File: src/rtl/benes_cfg_ctrl_pkg.sv
// Purpose: shared sizes, vector types and FSM encoding for the Benes configuration controller.
// Latency: n/a (declarations only).
// Backpressure: n/a.
package benes_cfg_ctrl_pkg;

  localparam int SIZE        = 16;
  localparam int LOG2_SIZE   = $clog2(SIZE);
  localparam int STAGE_NUM   = 2*LOG2_SIZE-1;
  localparam int SW_W        = SIZE/2;
  localparam int DATA_W      = 4;
  localparam int STAGE_LAT   = 2;
  localparam int NET_LAT     = 13;
  localparam int DRAIN_CYC   = STAGE_LAT*(STAGE_NUM-1);
  localparam int CFG_STAGE_W = $clog2(STAGE_NUM+1);

  typedef logic [SIZE-1:0][DATA_W-1:0]    port_vec_t;
  typedef logic [STAGE_NUM-1:0][SW_W-1:0] sw_set_t;

  typedef enum logic [1:0] {
    NO_CFG = 2'd0,
    RUN    = 2'd1,
    DRAIN  = 2'd2
  } state_t;

endpackage

File: src/rtl/benes_cfg_skew.sv
// Purpose: per-stage bank-select delay line; tap k is the active bank index delayed STAGE_LAT*k cycles.
// Latency: tap 0 is combinational, tap k lags by STAGE_LAT*k cycles.
// Backpressure: none, shifts every cycle.
// Ports: clk/rst (sync, active-high), i_active (current active bank), o_sel (one select bit per stage).
module benes_cfg_skew #(
  parameter int STAGE_NUM = benes_cfg_ctrl_pkg::STAGE_NUM,
  parameter int STAGE_LAT = benes_cfg_ctrl_pkg::STAGE_LAT
) (
  input  logic                 clk,
  input  logic                 rst,
  input  logic                 i_active,
  output logic [STAGE_NUM-1:0] o_sel
);

  localparam int DEPTH = STAGE_LAT*(STAGE_NUM-1);

  // r_sr[n] holds the active index as it was n cycles ago.
  logic [DEPTH:1] r_sr;

  always_ff @(posedge clk) begin
    if (rst) begin
      r_sr <= '0;
    end else begin
      r_sr <= {r_sr[DEPTH-1:1], i_active};
    end
  end

  always_comb begin
    o_sel    = '0;
    o_sel[0] = i_active;
    for (int k = 1; k < STAGE_NUM; k++) begin
      o_sel[k] = r_sr[STAGE_LAT*k];
    end
  end

endmodule

File: src/rtl/benes_cfg_ctrl.sv
// Purpose: double-banked switch configuration for a pipelined Benes network, with hitless bank swap.
// Latency: in handshake -> network input 1 cycle; in handshake -> out_valid/out_data NET_LAT+1 cycles.
// Backpressure: in_ready low until first commit; cfg_ready low while a swap drains; output has none.
// Ports: cfg_* load shadow bank / commit, in_* data in, net_* drive/receive the network, out_* result.
module benes_cfg_ctrl #(
  parameter int SIZE      = benes_cfg_ctrl_pkg::SIZE,
  parameter int STAGE_NUM = 2*$clog2(SIZE)-1,
  parameter int SW_W      = SIZE/2,
  parameter int DATA_W    = benes_cfg_ctrl_pkg::DATA_W,
  parameter int STAGE_LAT = benes_cfg_ctrl_pkg::STAGE_LAT,
  parameter int NET_LAT   = benes_cfg_ctrl_pkg::NET_LAT
) (
  input  logic                                        clk,
  input  logic                                        rst,
  input  logic                                        cfg_valid,
  output logic                                        cfg_ready,
  input  logic [benes_cfg_ctrl_pkg::CFG_STAGE_W-1:0]  cfg_stage,
  input  logic [SW_W-1:0]                             cfg_bits,
  input  logic                                        cfg_commit,
  output logic                                        cfg_err,
  input  logic                                        in_valid,
  output logic                                        in_ready,
  input  logic [SIZE-1:0][DATA_W-1:0]                 in_data,
  output logic [SIZE-1:0][DATA_W-1:0]                 net_i_port,
  output logic [STAGE_NUM-1:0][SW_W-1:0]              net_switch_set,
  input  logic [SIZE-1:0][DATA_W-1:0]                 net_o_port,
  output logic                                        out_valid,
  output logic [SIZE-1:0][DATA_W-1:0]                 out_data
);

  import benes_cfg_ctrl_pkg::*;

  localparam int DRAIN_LEN = STAGE_LAT*(STAGE_NUM-1);
  localparam int DRAIN_W   = $clog2(DRAIN_LEN);

  // Configuration state
  logic [1:0][STAGE_NUM-1:0][SW_W-1:0] r_bank;
  logic [STAGE_NUM-1:0]                r_mask;
  logic                                r_active;
  logic                                r_cfg_err;

  // FSM
  state_t             r_state, w_state_nxt;
  logic [DRAIN_W-1:0] r_drain_cnt, w_drain_cnt_nxt;

  // Datapath
  logic [SIZE-1:0][DATA_W-1:0] r_net_i;
  logic [SIZE-1:0][DATA_W-1:0] r_out_data;
  logic [NET_LAT:0]            r_vld_sr;
  logic                        r_out_valid;

  logic                 w_cfg_hs;
  logic                 w_in_hs;
  logic                 w_stage_ok;
  logic [STAGE_NUM-1:0] w_stage_bit;
  logic [STAGE_NUM-1:0] w_mask_nxt;
  logic                 w_commit_ok;
  logic                 w_err;
  logic [STAGE_NUM-1:0] w_sel;

  assign cfg_ready = (r_state != DRAIN);
  assign in_ready  = (r_state != NO_CFG);
  assign w_cfg_hs  = cfg_valid && cfg_ready;
  assign w_in_hs   = in_valid && in_ready;

  // The commit sees the mask including a write made on the same handshake.
  assign w_stage_ok  = int'(cfg_stage) < STAGE_NUM;
  assign w_stage_bit = w_stage_ok ? (STAGE_NUM'(1) << cfg_stage) : '0;
  assign w_mask_nxt  = r_mask | w_stage_bit;
  assign w_commit_ok = w_cfg_hs && cfg_commit && (&w_mask_nxt);
  assign w_err       = w_cfg_hs && (!w_stage_ok || (cfg_commit && !(&w_mask_nxt)));

  always_ff @(posedge clk) begin
    if (rst) begin
      r_bank    <= '0;
      r_mask    <= '0;
      r_active  <= 1'b0;
      r_cfg_err <= 1'b0;
    end else begin
      r_cfg_err <= w_err;
      if (w_cfg_hs && w_stage_ok) begin
        r_bank[~r_active][cfg_stage] <= cfg_bits;
      end
      if (w_commit_ok) begin
        r_active <= ~r_active;
        r_mask   <= '0;
      end else if (w_cfg_hs) begin
        r_mask   <= w_mask_nxt;
      end
    end
  end

  always_ff @(posedge clk) begin
    if (rst) begin
      r_state     <= NO_CFG;
      r_drain_cnt <= '0;
    end else begin
      r_state     <= w_state_nxt;
      r_drain_cnt <= w_drain_cnt_nxt;
    end
  end

  // DRAIN blocks config writes until the last stage's select has moved to the
  // new bank, so the old bank (now shadow) is not touched while still in use.
  always_comb begin
    w_state_nxt     = r_state;
    w_drain_cnt_nxt = r_drain_cnt;
    case (r_state)
      NO_CFG, RUN: begin
        if (w_commit_ok) begin
          w_state_nxt     = DRAIN;
          w_drain_cnt_nxt = DRAIN_W'(DRAIN_LEN-1);
        end
      end
      DRAIN: begin
        if (r_drain_cnt == '0) begin
          w_state_nxt = RUN;
        end else begin
          w_drain_cnt_nxt = r_drain_cnt - 1'b1;
        end
      end
      default: begin
        w_state_nxt = NO_CFG;
      end
    endcase
  end

  benes_cfg_skew #(
    .STAGE_NUM (STAGE_NUM),
    .STAGE_LAT (STAGE_LAT)
  ) u_skew (
    .clk      (clk),
    .rst      (rst),
    .i_active (r_active),
    .o_sel    (w_sel)
  );

  // Each stage reads the bank that was active when the word now at that stage entered.
  always_comb begin
    net_switch_set = '0;
    for (int k = 0; k < STAGE_NUM; k++) begin
      net_switch_set[k] = r_bank[w_sel[k]][k];
    end
  end

  // r_vld_sr[0] marks a word at the network input, r_vld_sr[NET_LAT] one at its output.
  always_ff @(posedge clk) begin
    if (rst) begin
      r_net_i     <= '0;
      r_vld_sr    <= '0;
      r_out_valid <= 1'b0;
      r_out_data  <= '0;
    end else begin
      if (w_in_hs) begin
        r_net_i <= in_data;
      end
      r_vld_sr    <= {r_vld_sr[NET_LAT-1:0], w_in_hs};
      r_out_valid <= r_vld_sr[NET_LAT];
      r_out_data  <= net_o_port;
    end
  end

  assign net_i_port = r_net_i;
  assign cfg_err    = r_cfg_err;
  assign out_valid  = r_out_valid;
  assign out_data   = r_out_data;

endmodule

File: config.mk
export PLATFORM = sky130hd
export DESIGN_NAME = benes_cfg_ctrl
export DESIGN_NICKNAME = d
export VERILOG_FILES = /design/src/rtl/benes_cfg_ctrl_pkg.sv /design/src/rtl/benes_cfg_skew.sv /design/src/rtl/benes_cfg_ctrl.sv
export SDC_FILE = /design/constraint.sdc
export NUM_CORES = 1
export LEC_CHECK = 0
export CORE_ASPECT_RATIO = 0.75
export CORE_MARGIN = 3
export CORE_UTILIZATION = 46
export CTS_CLUSTER_DIAMETER = 60
export DETAILED_ROUTE_END_ITERATION = 10
export HOLD_SLACK_MARGIN = 0.05
export PLACE_DENSITY_LB_ADDON = 0.12
export SYNTH_ARGS = -nofsm -noshare
export SYNTH_HDL_FRONTEND = slang
export SYNTH_SLANG_ARGS = --single-unit
File: constraint.sdc
create_clock -name clk -period 2.4 [get_ports clk]
set_input_delay 0.48 -clock clk [delete_from_list [all_inputs] [get_ports clk]]
set_output_delay 0.48 -clock clk [all_outputs]
set_load 0.01 [all_outputs]
Yosys cells after proc, flatten, opt, wreduce, memory -nomap -nowiden
Cells that the tools add are included. Widths: inputs -> output; s select.

Bits in registers: 282. Bits of input ports: 144. Output and inout port bits: 188. Word-level logic and storage cells: 123.

Add/sub/neg operators: 1. $lt $le $gt $ge: 12. Equal/unequal tests: 6. Shift-type cells: 1. Mux-type cells: 26. Bitwise gates (word level): 2. Reduce and logical (&&, ||, !) cells: 21.

Operator list (count): $mux 56 (3); $bwmux 112 (1); $mux 48 (2); $mux 40 (2); $mux 32 (2); $demux 56 s1 (1); $mux 24 (2); $mux 16 (2); $demux 8 s3 (1); $mux 8 (3); $lt 1x2->1 const B (8); $logic_and 1x1->1 (9); $mux 4 (2); $ne 2x2->1 const B (4); $pmux 4 s2 (1); $mux 7 (1); $or 7x7->7 (1); $reduce_and 7->1 (1); $shl 1x3->7 const A (1); $logic_not 4->1 (1); $lt 3x4->1 const B (1); $mux 2 (2); $pmux 2 s2 (1); $reduce_bool 2->1 (2); other kinds (13) (15).

Longest topological paths before layout
Gate-level depths: netlist (run 1).

Depth after elaboration: 8. Gate-level depth with buffers: 8.

Hierarchy
Synthesis (run 1) repeated with hierarchy kept, for this count alone.

Cells, all modules: 1069. Area total of the unflattened synthesis: 10261.1 sq um.

Modules (own cells, without submodules): benes_cfg_ctrl (instances 1, cells an instance 1037, area each 9841.9 sq um, sequential area each 5405.2 sq um); benes_cfg_skew (instances 1, cells an instance 32, area each 419.2 sq um, sequential area each 240.2 sq um).

Worst setup path after synthesis (run 1)
OpenSTA, ideal clock, no wires.

Kind: reg2out. Start point: register r_active. End point: output port net_switch_set[0] in the netlist's numbering. Arrival time: 1.615 ns. Slack: 0.305 ns. Cell stages (with the launch flop): 5. Path buffers: 3. Cells stage by stage: dfxtp_1 clkbuf_1 clkbuf_1 buf_1 mux2_2.

RTL lines: start, declared (line benes_cfg_ctrl.sv:39) `logic r_active;`; start signal, assigned (line benes_cfg_ctrl.sv:85) `r_active <= ~r_active;`; end, declared (line benes_cfg_ctrl.sv:25) `output logic [STAGE_NUM-1:0][SW_W-1:0] net_switch_set,`.

==> results of run 1 <==
worst register-to-register path, delay by kind of cell, from the launching register on:
kind / cells / cell delay, ps
and+or+nand+nor: 2 / 490
DFF: 1 / 380
AOI/OAI and AO/OA: 3 / 860
sequential cells by signal (all words and copies together) (netlist names):
name,flops
r_bank,112
u_skew.r_sr,12
r_active,1
out_valid,1
r_vld_sr,14
cfg_err,1
out_data,64
r_state,2
r_mask,7
r_drain_cnt,4
net_i_port,64
placed cells by master (no fill, tap or decap), drive strengths merged, types with 3 or more instances in the layout:
cell,count
a21oi,141
clkdlybuf4s50,314
nor3,6
dlygate4sd2,8
nand3,58
mux2,56
inv,8
nand2b,3
dlymetal6s2s,8
clkinv,3
dfxtp,282
nand2,215
nor2b,94
buf,52
nor2,56
clkbuf,46
mux2i,40
o21ai,19
cell type report:
type / instances / share of cell area (%)
clock inverters: 8 / 0.686
multi-input cells: 719 / 27.5
flip-flops and latches: 282 / 37.8
clock buffers: 45 / 5.79
repair buffers: 384 / 25.7
well taps: 288 / 2.41
inverters: 6 / 0.151
layer usage:
| metal | global-route usage (%) | share of wire, % | up-vias |
|---|---|---|---|
| met5 | 0 | 0 | - |
| met2 | 37.3 | 47 | 294 |
| met4 | 4.54 | 1.6 | 0 |
| met3 | 6.96 | 8.8 | 32 |
| li1 | - | - | 4278 |
| met1 | 29.4 | 42 | 4031 |
how the worst min path moves through the flow:
stage                  from      endpoint  slack [ps]  cells after the start
2_1_floorplan  r_vld_sr[13]     out_valid         410                      1
3_3_place_gp    r_vld_sr[1]   r_vld_sr[2]         420                      1
3_5_place_dp    r_vld_sr[9]  r_vld_sr[10]         420                      1
4_1_cts         r_vld_sr[6]   r_vld_sr[7]         430                      1
5_1_grt         r_vld_sr[6]   r_vld_sr[7]         440                      1
6_report        r_vld_sr[6]   r_vld_sr[7]         430                      1
kinds of logic after synthesis:
group / Yosys count / synth area share [%]
adder cells (fa/ha/maj): 2 / 0.248
buffers and inverters: 86 / 3.45
AND/OR/NAND/NOR: 450 / 21.2
flip-flops: 282 / 56.0
multiplexers: 96 / 10.2
AO/OA/AOI/OAI: 170 / 8.84
XOR/XNOR: 1 / 0.0868
Yosys cell counts (2+ instances only):
cell / count / area (sq um)
a21oi_1: 141 / 706
a31oi_1: 2 / 12.5
and2_1: 2 / 12.5
and3_1: 2 / 12.5
buf_1: 2 / 7.51
buf_2: 2 / 10.0
buf_4: 2 / 15.0
buf_6: 2 / 22.5
clkbuf_1: 72 / 270
dfxtp_1: 282 / 5650
ha_1: 2 / 25.0
inv_1: 5 / 18.8
mux2_2: 56 / 631
mux2i_1: 40 / 400
nand2_1: 215 / 807
nand2b_1: 3 / 18.8
nand3_1: 58 / 290
nand4_1: 2 / 12.5
nand4b_1: 2 / 17.5
nor2_1: 56 / 210
nor2b_1: 94 / 588
nor3_2: 3 / 30.0
nor3_4: 3 / 48.8
nor4_1: 2 / 12.5
o21ai_0: 18 / 90.1
stage by stage:
| step | hold WS, ps | TNS (ps) |
|---|---|---|
| after detailed placement | 420 | -2770 |
| after floorplan | 414 | 0 |
| after global placement | 416 | -945 |
| after global routing | 444 | 0 |
| final | 428 | 0 |
| after CTS | 430 | 0 |
what timing repair did:
| action | 4_1_cts | 5_1_grt |
|---|---|---|
| buffers inserted | 0 | 4 |
| pin swaps | 0 | 0 |
| hold buffers | 0 | 0 |
| cloned | 1 | 0 |
| setup endpoints to repair | 53 | 10 |
| gates resized for setup | 17 | 9 |
power by group through the flow:
stage	clock network [mW]	logic [mW]	registers, mW
floorplan	0	0.203	4.92
global placement	0	0.681	4.89
detailed placement	0	0.688	4.89
CTS	4.62	0.692	4.79
global route	4.82	0.736	4.79
finish	4.50	0.688	4.78
==> flow_summary.json, run 1 <==
{
  "slew_violations": 0,
  "slew_headroom_pct": 47.9,
  "final_cell_area_sq_um": 15000,
  "grt_pass1_wl_mm": 43.7,
  "syn_inst": 1087,
  "skew_ps": 11.3,
  "nets": 1568,
  "crit_end": "net_switch_set[48]",
  "synth_seq_cells": 282,
  "rr_worst_depth": 5,
  "reg2reg_from": "r_mask[5]",
  "drc_errors": 0,
  "irDropWorstVdd_mv": 0.667,
  "swShare_pct": 21.3,
  "hold_viol": 0,
  "diodes": 0,
  "drt_wl_total_mm": 28.2,
  "startpoint_type": "register",
  "seqPwrFrac_pct": 48.0,
  "synth_edf_count": 0,
  "async_flop_share_pct": 0,
  "netSwitchingPower_mw": 2.13,
  "reg2reg_slack_ps": 570,
  "seq_area_sq_um": 5660,
  "die_area_sq_um": 23800,
  "yosysSeqAreaShare_pct": 56.0,
  "status": "complete, no violations",
  "finalCritPeriodShare_pct": 97.6,
  "worst_r2r_endpoint": "r_drain_cnt[2]",
  "cpPeakStageDelay_ps": 530,
  "final_cells": 1732,
  "setup_violations": 0,
  "crit_type": "register to primary output",
  "placed_cell_area_sq_um": 13900,
  "endpoint_kind": "primary output",
  "critPathSlowestCell": "clkdlybuf4s50_1",
  "rsz0062_at_grt": "no",
  "cp.required_ps": 1920,
  "gp_congestion": 0.826,
  "syn_nets": 1233,
  "track_usage_pct": 22.6,
  "yosys_warnings": 0,
  "layout-drive-gt1-share_pct": 12.1,
  "htreeDepth": 1,
  "coreArea_sq_um": 21400,
  "drt_iter0_drc": 544,
  "power.internal_mw": 7.85,
  "antenna_found_initial": 0,
  "place_inst": 1674,
  "fin_ws_ps": 58.0,
  "area_delta_synth_final_pct": 48.3,
  "die_width_microns": 177,
  "p_leak_nw": 5.56,
  "clkTransAtPathRegs_ps": 60,
  "clock-sinks": 282,
  "fmax_mhz": 427,
  "finalCriticalPeriod_ps": 2340,
  "cts_buffer_depth": 3,
  "vias": 8635,
  "grt_max_degree": 73,
  "dpl_worst_slack_ps": -189,
  "power_density_nw_per_um2": 667,
  "start_util_pct": 47.2,
  "multiInputGateArea_sq_um": 4110,
  "synthesis.area_sq_um": 10100,
  "max_cap_viol_count": 0,
  "worstPathMaxFanout": 8,
  "clk_latency_ps": 540,
  "routedWlPerCell_microns": 16.3,
  "die_height_microns": 134,
  "p_comb_share_pct": 6.9,
  "io_pins": 332,
  "gr-total-overflow": 0,
  "via_per_inst": 4.99,
  "syn_area_per_cell_sq_um": 9.28,
  "grt_pass1_vias": 8221,
  "num_rows": 46,
  "cp_top_family": "buffers and inverters",
  "cp_cell_sequence": "mux2_2, clkdlybuf4s50_1",
  "tritoncts": "done",
  "cts_root_buf": "clkbuf_16",
  "cts_buffers": 29,
  "cp.depth": 2,
  "filler_cell_count": 1663,
  "critical_path_buf_inv_count": 1,
  "power_mw": 9.98,
  "dpl.hpwl_mm": 19.3,
  "ys.flop_type": "dfxtp_1",
  "portBuffers": 331,
  "utilization_pct": 70.1,
  "hp-class": "register to register",
  "first_pass_iters": 6,
  "clkPwrFrac_pct": 45.1,
  "synth_cell_types": 44,
  "worstMarginPinSlew_ps": 778,
  "critical_path_arrival_ps": 1860,
  "cp-startpoint": "u_skew.r_sr[12]",
  "drtAntennaViolNets": 0
}
Note: power is estimated with default switching activity, not from simulation.
==> run 2: changes to the inputs <==
Clock period 2.4 ns to 2.55 ns, I/O delays scaled along.
==> run 2 against run 1 <==
- cell area is 1.3% lower
- total power down 9.0%
- largest cell class unchanged
- sequential power decreased by 5.6%
==> flow_summary.json, run 2 (synthesis gave the netlist of run 1 again) <==
{
  "status": "complete, no violations",
  "skew_ps": 16.3,
  "finalCriticalPeriod_ps": 2500,
  "endpoint_kind": "primary output",
  "power_density_nw_per_um2": 615,
  "drc_errors": 0,
  "filler_cell_count": 1708,
  "hold_viol": 0,
  "slew_headroom_pct": 45.9,
  "routedWlPerCell_microns": 16.5,
  "tritoncts": "done",
  "p_comb_share_pct": 7.0,
  "grt_pass1_vias": 8423,
  "drt_wl_total_mm": 28.3,
  "grt_max_degree": 76,
  "coreArea_sq_um": 21400,
  "reg2reg_slack_ps": 660,
  "grt_pass1_wl_mm": 44.0,
  "cts_root_buf": "clkbuf_16",
  "rr_worst_depth": 8,
  "regMostFlops": "r_bank",
  "holdPathStages": 1,
  "cp-startpoint": "u_skew.r_sr[4]",
  "clkPwrFrac_pct": 43.3,
  "rsz0062_at_grt": "no",
  "clock-sinks": 282,
  "hp-start": "r_vld_sr[2]",
  "place_inst": 1663,
  "gp_congestion": 0.835,
  "dpl.hpwl_mm": 19.3,
  "vias": 8585,
  "hp-class": "register to register",
  "diodes": 0,
  "postCtsHoldBufs": 0,
  "via_per_inst": 5.01,
  "num_rows": 46,
  "clk_latency_ps": 540,
  "fmax_mhz": 400,
  "htreeDepth": 1,
  "slew_violations": 0,
  "max_cap_viol_count": 0,
  "portBuffers": 331,
  "post_cts_buffers": 0,
  "cts_buffers": 28,
  "clkTransAtPathRegs_ps": 60,
  "first_pass_iters": 5,
  "irDropWorstVdd_mv": 0.437,
  "dpl_worst_slack_ps": -89.8,
  "reg2reg_from": "r_state[1]",
  "gr-total-overflow": 0,
  "seq_area_sq_um": 5650,
  "cp.required_ps": 2040,
  "start_util_pct": 47.2,
  "critical_path_arrival_ps": 1990,
  "die_width_microns": 177,
  "startpoint_type": "register",
  "worst_r2r_endpoint": "r_bank[68]",
  "cts_buffer_depth": 3,
  "final_cells": 1714,
  "layout-drive-gt1-share_pct": 10.9,
  "drt_iter0_drc": 457,
  "drtAntennaViolNets": 0,
  "worstMarginPinSlew_ps": 810,
  "crit_type": "register to primary output",
  "setup_violations": 0,
  "area_delta_synth_final_pct": 46.3,
  "io_pins": 332,
  "worstPathMaxFanout": 9,
  "power.internal_mw": 7.12,
  "p_leak_nw": 5.26,
  "swShare_pct": 21.6,
  "die_height_microns": 134,
  "track_usage_pct": 22.6,
  "final_cell_mix": "clkdlybuf4s50_1 (330), dfxtp_1 (276), nand2_1 (214)",
  "antenna_found_initial": 0,
  "largest_reg_flops": 112,
  "finalCritPeriodShare_pct": 98.0,
  "fin_ws_ps": 50.7,
  "die_area_sq_um": 23800,
  "layout_commonest_cell": "clkdlybuf4s50_1",
  "min_to": "r_vld_sr[3]",
  "nets": 1553,
  "netSwitchingPower_mw": 1.96,
  "seqPwrFrac_pct": 49.6,
  "multiInputGateArea_sq_um": 4110
}
[run 2: cell types whose count changed in the layout (fill, tap and decap cells not counted), moves of 3 or more]
cell             before  now
clkbuf_8              9    4
dfxtp_4               3    0
dfxtp_2               3    6
dlymetal6s2s_1        8    0
dlygate4sd2_1         8    0
buf_4                44   30
clkdlybuf4s50_1     314  330
[run 2: worst max path at each step]
stage / to / slack (ps)
CTS: net_switch_set[53] / 3
floorplan: net_switch_set[0] / 420
detailed placement: r_drain_cnt[2] / -90
global route: net_switch_set[21] / 8
finish: net_switch_set[21] / 50
global placement: r_drain_cnt[2] / -40
[run 2: worst max-delay path, stage by stage, from the launching register on]
cell	delay, ps
dfxtp_1	580
mux2_2	400
clkdlybuf4s50_1	480
[run 2: layer usage]
layer / wire length [microns] / share of wire (%) / global-route usage [%]
met1: 11800 / 42 / 28.7
met2: 13200 / 47 / 37.0
met3: 2580 / 9.1 / 7.22
met4: 762 / 2.7 / 6.67
met5: 0 / 0 / 0
[run 2: layout make-up]
cell class | instances | area share, %
repair buffers | 370 | 25.4
well taps | 288 | 2.44
multi-input cells | 719 | 27.8
clock inverters | 7 | 0.449
clock buffers | 42 | 5.45
flip-flops and latches | 282 | 38.3
inverters | 6 | 0.153
[run 2: power by group through the flow]
| stage | combinational (mW) | clock [mW] | sequential [mW] |
|---|---|---|---|
| 3_3_place_gp | 0.634 | 0 | 4.60 |
| 3_5_place_dp | 0.639 | 0 | 4.61 |
| 2_1_floorplan | 0.191 | 0 | 4.63 |
| 4_1_cts | 0.643 | 4.02 | 4.51 |
| 6_report | 0.639 | 3.93 | 4.51 |
| 5_1_grt | 0.686 | 4.20 | 4.51 |
[run 2: repair_timing]
action                                  in CTS  in global routing
endpoints found under the setup margin      12                 18
gates resized for setup                      2                  4
gates cloned                                 2                  0
[run 2: per-stage QoR]
step	hold slack (ps)	power [mW]	area, sq um	util [%]	setup TNS, ps
5_1_grt	448	9.40	14800	69.1	0
3_3_place_gp	415	5.24	13800	64.7	-39.6
6_report	433	9.08	14800	69.1	0
2_1_floorplan	414	4.82	10100	-	0
4_1_cts	436	9.18	14800	69.1	0
3_5_place_dp	422	5.25	13800	64.7	-213
